`config.mk`:
```
export PLATFORM = sky130hd
export DESIGN_NAME = stateful_processor_sequencer
export DESIGN_NICKNAME = d
export VERILOG_FILES = /design/src/rtl/stateful_processor_sequencer.sv
export SDC_FILE = /design/constraint.sdc
export NUM_CORES = 1
export LEC_CHECK = 0
export CAP_MARGIN = 10
export CELL_PAD_IN_SITES_DETAIL_PLACEMENT = 0
export CELL_PAD_IN_SITES_GLOBAL_PLACEMENT = 1
export CORE_MARGIN = 4
export CORE_UTILIZATION = 45
export DETAILED_ROUTE_END_ITERATION = 8
export MAX_ROUTING_LAYER = met4
export PLACE_DENSITY = 0.92
export SLEW_MARGIN = 5
export SYNTH_ARGS = -nofsm -noshare
export SYNTH_HDL_FRONTEND = slang
export SYNTH_SLANG_ARGS = --single-unit
```
`constraint.sdc`:
```
create_clock -name clk_i -period 3.8 [get_ports clk_i]
set_clock_uncertainty 0.1 [all_clocks]
set_input_delay 0.38 -clock clk_i [delete_from_list [all_inputs] [get_ports clk_i]]
set_output_delay 0.38 -clock clk_i [all_outputs]
set_load 0.02 [all_outputs]
```
`src/rtl/stateful_processor_sequencer.sv`:
```
// -----------------------------------------------------------------------------
// stateful_processor_sequencer
//
// Front-end controller for the replicated stateful processor. Packs an upstream
// byte stream into REPLICATION_FACTOR-byte words. Issues one single-cycle
// enable per word, tagged with the frame-closing flag. Buffers the processor's
// fixed-latency results in a credit-limited FIFO, so downstream backpressure is
// honoured even though the processor itself cannot stall.
//
// Optional feature macro: SEQ_FRAME_GAP_EN
//   When defined, the sequencer refuses new bytes after a frame-closing word
//   until every result of that frame has left the output FIFO.
//
// Ports:
//   clk_i, rst_ni              rising-edge clock, asynchronous active-low reset
//   s_data_i/s_valid_i/s_last_i/s_ready_o   upstream byte stream
//   p_enable_o, p_in_data_o, p_in_last_o     issue strobe and packed word
//   p_out_data_i, p_out_valid_i              processor result
//   m_data_o/m_valid_o/m_last_o/m_ready_i    downstream result stream
//   err_sync_o                 sticky: processor valid disagreed with tag pipe
//   busy_o                     partial word, in-flight issue or FIFO entry
// -----------------------------------------------------------------------------
module stateful_processor_sequencer #(
    parameter int unsigned REPLICATION_FACTOR = 3,
    parameter int unsigned PROC_LATENCY       = 2,
    parameter int unsigned OUT_DEPTH          = 4,
    parameter logic [7:0]  PAD_BYTE           = 8'h00
) (
    input  logic                            clk_i,
    input  logic                            rst_ni,
    input  logic [7:0]                      s_data_i,
    input  logic                            s_valid_i,
    output logic                            s_ready_o,
    input  logic                            s_last_i,
    output logic                            p_enable_o,
    output logic [8*REPLICATION_FACTOR-1:0] p_in_data_o,
    output logic                            p_in_last_o,
    input  logic [7:0]                      p_out_data_i,
    input  logic                            p_out_valid_i,
    output logic [7:0]                      m_data_o,
    output logic                            m_valid_o,
    input  logic                            m_ready_i,
    output logic                            m_last_o,
    output logic                            err_sync_o,
    output logic                            busy_o
);

    // Byte index must be able to hold REPLICATION_FACTOR (it is only cleared on issue).
    localparam int unsigned IW = $clog2(REPLICATION_FACTOR + 1);
    localparam int unsigned PW = $clog2(OUT_DEPTH);
    // Shared width for FIFO occupancy, in-flight count and their sum (credit).
    localparam int unsigned NW = $clog2(OUT_DEPTH + PROC_LATENCY + 1);

    typedef enum logic [1:0] {
        ST_FILL  = 2'd0,
`ifdef SEQ_FRAME_GAP_EN
        ST_DRAIN = 2'd2,
`endif
        ST_ISSUE = 2'd1
    } state_e;

    state_e                  state_q, state_d;
    logic                    active_q;      // holds s_ready low for the first cycle after reset
    logic [IW-1:0]           idx_q, idx_d;
    logic                    last_q;
    logic [PROC_LATENCY-1:0] tag_v_q, tag_v_d;
    logic [PROC_LATENCY-1:0] tag_l_q, tag_l_d;
    logic [8:0]              fifo_mem [OUT_DEPTH];
    logic [PW-1:0]           wr_ptr_q, rd_ptr_q;
    logic [NW-1:0]           count_q;
    logic                    err_q;

    logic                    s_ready;
    logic                    accept;
    logic                    issue;
    logic                    push;
    logic                    pop;
    logic [NW-1:0]           inflight;
    logic [NW-1:0]           credit;

    assign accept = s_ready && s_valid_i;
    assign push   = tag_v_q[PROC_LATENCY-1];
    assign pop    = m_valid_o && m_ready_i;
    assign credit = count_q + inflight;

    always_comb begin
        inflight = '0;
        for (int i = 0; i < PROC_LATENCY; i++) begin
            inflight = inflight + NW'(tag_v_q[i]);
        end
    end

    // ---------------- FSM next state / outputs ----------------
    always_comb begin
        state_d = state_q;
        idx_d   = idx_q;
        s_ready = 1'b0;
        issue   = 1'b0;
        case (state_q)
            ST_FILL: begin
                s_ready = active_q;
                if (accept) begin
                    idx_d = idx_q + IW'(1);
                    if (idx_q == IW'(REPLICATION_FACTOR - 1) || s_last_i) begin
                        state_d = ST_ISSUE;
                    end
                end
            end
            ST_ISSUE: begin
                // Occupancy plus in-flight results bounds what the FIFO may
                // have to absorb, so issuing below OUT_DEPTH cannot overflow.
                if (credit < NW'(OUT_DEPTH)) begin
                    issue = 1'b1;
                    idx_d = '0;
`ifdef SEQ_FRAME_GAP_EN
                    state_d = last_q ? ST_DRAIN : ST_FILL;
`else
                    state_d = ST_FILL;
`endif
                end
            end
`ifdef SEQ_FRAME_GAP_EN
            ST_DRAIN: begin
                if (inflight == '0 && count_q == '0) begin
                    state_d = ST_FILL;
                end
            end
`endif
            default: state_d = ST_FILL;
        endcase
    end

    // Tag pipe mirrors the processor latency; the tail marks the result cycle.
    always_comb begin
        tag_v_d    = tag_v_q << 1;
        tag_l_d    = tag_l_q << 1;
        tag_v_d[0] = issue;
        tag_l_d[0] = issue && last_q;
    end

    // ---------------- sequential state ----------------
    always_ff @(posedge clk_i or negedge rst_ni) begin
        if (!rst_ni) begin
            state_q  <= ST_FILL;
            active_q <= 1'b0;
            idx_q    <= '0;
            last_q   <= 1'b0;
            tag_v_q  <= '0;
            tag_l_q  <= '0;
            wr_ptr_q <= '0;
            rd_ptr_q <= '0;
            count_q  <= '0;
            err_q    <= 1'b0;
        end else begin
            state_q  <= state_d;
            active_q <= 1'b1;
            idx_q    <= idx_d;
            tag_v_q  <= tag_v_d;
            tag_l_q  <= tag_l_d;
            if (accept) begin
                last_q <= s_last_i;
            end
            if (push) begin
                wr_ptr_q <= wr_ptr_q + PW'(1);
            end
            if (pop) begin
                rd_ptr_q <= rd_ptr_q + PW'(1);
            end
            count_q <= count_q + NW'(push) - NW'(pop);
            // A tag without a valid, or a valid without a tag, is a sync loss.
            err_q   <= err_q | (push ^ p_out_valid_i);
        end
    end

    // Byte lanes: the accepted byte lands in its lane; an early s_last pads
    // every lane above it so no stale bytes from an earlier word leak out.
    for (genvar gi = 0; gi < REPLICATION_FACTOR; gi++) begin : g_lane
        logic [7:0] lane_q;
        always_ff @(posedge clk_i or negedge rst_ni) begin
            if (!rst_ni) begin
                lane_q <= '0;
            end else if (accept) begin
                if (idx_q == IW'(gi)) begin
                    lane_q <= s_data_i;
                end else if (s_last_i && (idx_q < IW'(gi))) begin
                    lane_q <= PAD_BYTE;
                end
            end
        end
        assign p_in_data_o[8*gi +: 8] = lane_q;
    end

    // The push happens on every tail tag, even if the processor failed to
    // assert valid, so the result stream never loses its frame alignment.
    always_ff @(posedge clk_i) begin
        if (push) begin
            fifo_mem[wr_ptr_q] <= {tag_l_q[PROC_LATENCY-1], p_out_data_i};
        end
    end

    // ---------------- outputs ----------------
    assign s_ready_o   = s_ready;
    assign p_enable_o  = issue;
    assign p_in_last_o = last_q;
    assign m_valid_o   = (count_q != '0);
    assign m_data_o    = m_valid_o ? fifo_mem[rd_ptr_q][7:0] : 8'h00;
    assign m_last_o    = m_valid_o ? fifo_mem[rd_ptr_q][8] : 1'b0;
    assign err_sync_o  = err_q;
    assign busy_o      = (state_q != ST_FILL) || (idx_q != '0) ||
                         (inflight != '0) || (count_q != '0);

endmodule

```
==> summary.txt <==
CTS
  • Reg clk slew, reported paths: 80 ps
  • Clk buf depth: 2
  • Total CTS buffers: 9
  • Clock sinks: 77
  • Root buffer selected by CTS: clkbuf_8
  • CTS tree: yes
  • H-tree depth: 3
  • Hold-fix buffers at CTS: 0
  • Post-CTS sizing: 0
  • Clk Latency, worst-skew pair: 350 ps
  • Setup bufs post-CTS: 0

Hold path
  • Hold Path Class: input port to asynchronous set/reset pin

Pwr
  • Power Density: 820 mW/mm^2
  • Reg power frac: 38.1%
  • Int Pwr: ~2.2 mW
  • Switching power: approximately 1.2 mW
  • Clock power share: 21.7%
  • VDD IR max: 0.474 mV
  • Overall power: 3.42 mW
  • Sw Share: 34.6%
  • Leakage power: 1.66 nW
  • Combinational Power Share: about 40%

Synthesis
  • Yosys cell types: 33
  • Post-Synthesis Net Count: 262
  • Post-synth ARST share: 53.2%
  • Syn. warnings: 0
  • Syn Inst Count: ~230
  • Seq/Total Area, Yosys: 64.6%
  • EDFF count, synth: 36
  • Proportion of netlist area held by the largest area contributor: between 30% and 40%
  • FF+latch count, synth: 77
  • Post-Syn Area: 0.00326 sq mm
  • Main flop type after synthesis: dfrtp_1
  • Main area contributors after synthesis: edfxtp_1 (33%), dfrtp_1 (31%), mux4_2 (5.5%)
  • Cell taking the most area after synthesis: edfxtp_1
  • Avg Inst Size Synth: between 10 and 15 sq um

Route
  • DRT antenna net count: 0
  • First-pass iteration count of the detailed router: 4
  • Routed via count: 1926
  • Drt total wl: about 6300 microns
  • Drt initial violations: 60
  • DR WL/cell: about 16 microns
  • Vias per cell: 4.94
  • DRC Markers: 0

Layout
  • N_diodes: 0
  • Most frequent cells in the layout: clkdlybuf4s50_1 (59), dfrtp_1 (41), edfxtp_1 (36), nand2_1 (23), inv_1 (19)
  • Fillers: 579
  • Nets: 324
  • Layout cells sized above 1: 12.2%
  • Area growth syn-to-layout: 28.0%
  • Commonest non-fill, non-tap cell in the layout: clkdlybuf4s50_1
  • Finished Core Util: 60.5%

Timing
  • Slew @ Worst Pin: between 900 and 1000 ps
  • Tmin final: 3140 ps
  • F_max: 0.318 GHz
  • Final setup violation count: 0
  • Setup TNS: 0 ps
  • Pins Over Slew Limit: 0
  • Slew headroom: between 30% and 40%
  • WHS: 66.4 ps
  • Final period utilization: 82.7%
  • Final WS setup: 657 ps
  • Endpoints failing hold: 0
  • RSZ-0062 raised after global routing: false

Floorplanning
  • Die area: just under 0.009 sq mm
  • IO Pins: 61
  • Core ar.: 0.00691 sq mm
  • Placement Rows: 30
  • Die span in y: 93.2 microns
  • Die W: about 93 microns
  • Starting Density: 47.2%

GRT
  • Total GRT Usage: 16.5%
  • Largest net degree at the start of global routing: between 40 and 50
  • First-pass GRT wire length: 10400 microns
  • Antenna violations before repair: 0
  • Grt total ovfl: 0
  • Vias in the first global route: 2090

Setup path
  • Worst EP required: roughly 3300 ps
  • Critical path startpoint category: register
  • CP Capture Type: output port
  • CP max FO: 11
  • Critical path class: register to output port
  • Arr. time, crit path: 2660 ps

Placement
  • Setup WS pre-CTS: between 900 and 1000 ps
  • PortBufs: 60
  • Post-DP HPWL: around 4400 microns
  • RD Place Congestion: about 0.8

Outcome
  • Status: completed

Run
  • Max Cap Viol: 0
sequential cells by signal, summed over array words and instances, names as in the netlist, 2 cells and up:
register / cells
fifo_mem: 36
tag_v_q: 2
idx_q: 2
g_lane.lane_q: 24
rd_ptr_q: 2
tag_l_q: 2
wr_ptr_q: 2
count_q: 3
per-stage QoR:
step | area (sq um) | instances
after floorplan | 3260 | 227
after global placement | 3930 | 374
after detailed placement | 3930 | 374
after CTS | 4180 | 390
after global routing | 4180 | 390
final | 4180 | 390
critical path, stage by stage, from the launching register on:
cell,delay [ps]
dfrtp_1,500
ha_1,240
ha_1,290
a311o_1,380
a31oi_2,260
clkdlybuf4s50_1,650
logic make-up (layout without fill, tap and decap cells):
kind of cell	after synthesis	count (layout)	synth area share [%]
mux	26	26	11.8
compound gates	17	17	3.49
xor+xnor	6	6	1.61
flops	77	77	64.6
fa+ha+maj	13	13	5.21
other cells	1	1	0.115
simple gates	59	59	9.43
buf+inv	28	95	3.72
path summary, 6_finish.rpt:
path | slack (ps) | cells past startpoint | startpoint | to
min in group clk_i | 250 | 0 | tag_l_q[0] | tag_l_q[1]
worst min register to register | 250 | 0 | tag_l_q[0] | tag_l_q[1]
worst max-delay path | 660 | 5 | tag_v_q[1] | p_enable_o
worst max register to register | 1300 | 7 | count_q[1] | count_q[2]
worst min-delay path | 70 | 1 | rst_ni | g_lane[0].lane_q[7]
max in group asynchronous | 2940 | 1 | rst_ni | g_lane[2].lane_q[2]
synth_stat cells (2+ instances only):
library cell / instances
or3_1: 2
edfxtp_1: 36
nand2b_1: 3
mux2i_1: 9
mux2_2: 8
clkbuf_1: 2
xnor2_1: 3
dfrtp_1: 41
nand2_1: 23
and2_1: 15
xor2_1: 3
o21ai_0: 11
nand3_1: 10
nor2b_1: 2
mux4_2: 8
inv_1: 19
ha_1: 12
o31ai_1: 2
buf_2: 4
area by class of cell:
| cell class | count | area (sq um) | share of cell area [%] |
|---|---|---|---|
| Clock inverter | 7 | 123 | 2.94 |
| Timing Repair Buffer | 60 | 596 | 14.3 |
| Clock buffer | 9 | 124 | 2.97 |
| Sequential cell | 77 | 2110 | 50.5 |
| Inverter | 19 | 71.3 | 1.71 |
| Multi-Input combinational cell | 122 | 1030 | 24.8 |
| Tap cell | 96 | 120 | 2.88 |
metal layers:
metal / track usage (%) / up-vias / routed length (microns)
li1: - / 917 / -
met3: 6.28 / 9 / 508
met2: 25.6 / 58 / 3000
met5: - / - / 0
met1: 19.6 / 942 / 2680
met4: 6.35 / 0 / 91
power by group through the flow:
stage | Combinational [mW] | Clock, mW | Sequential [mW]
global placement | 1.36 | 0 | 1.31
detailed placement | 1.39 | 0 | 1.32
floorplan | 0.724 | 0 | 1.39
finish | 1.38 | 0.743 | 1.30
global route | 1.49 | 0.803 | 1.35
CTS | 1.40 | 0.761 | 1.31
No activity file was read; power rests on OpenSTA's default activity.
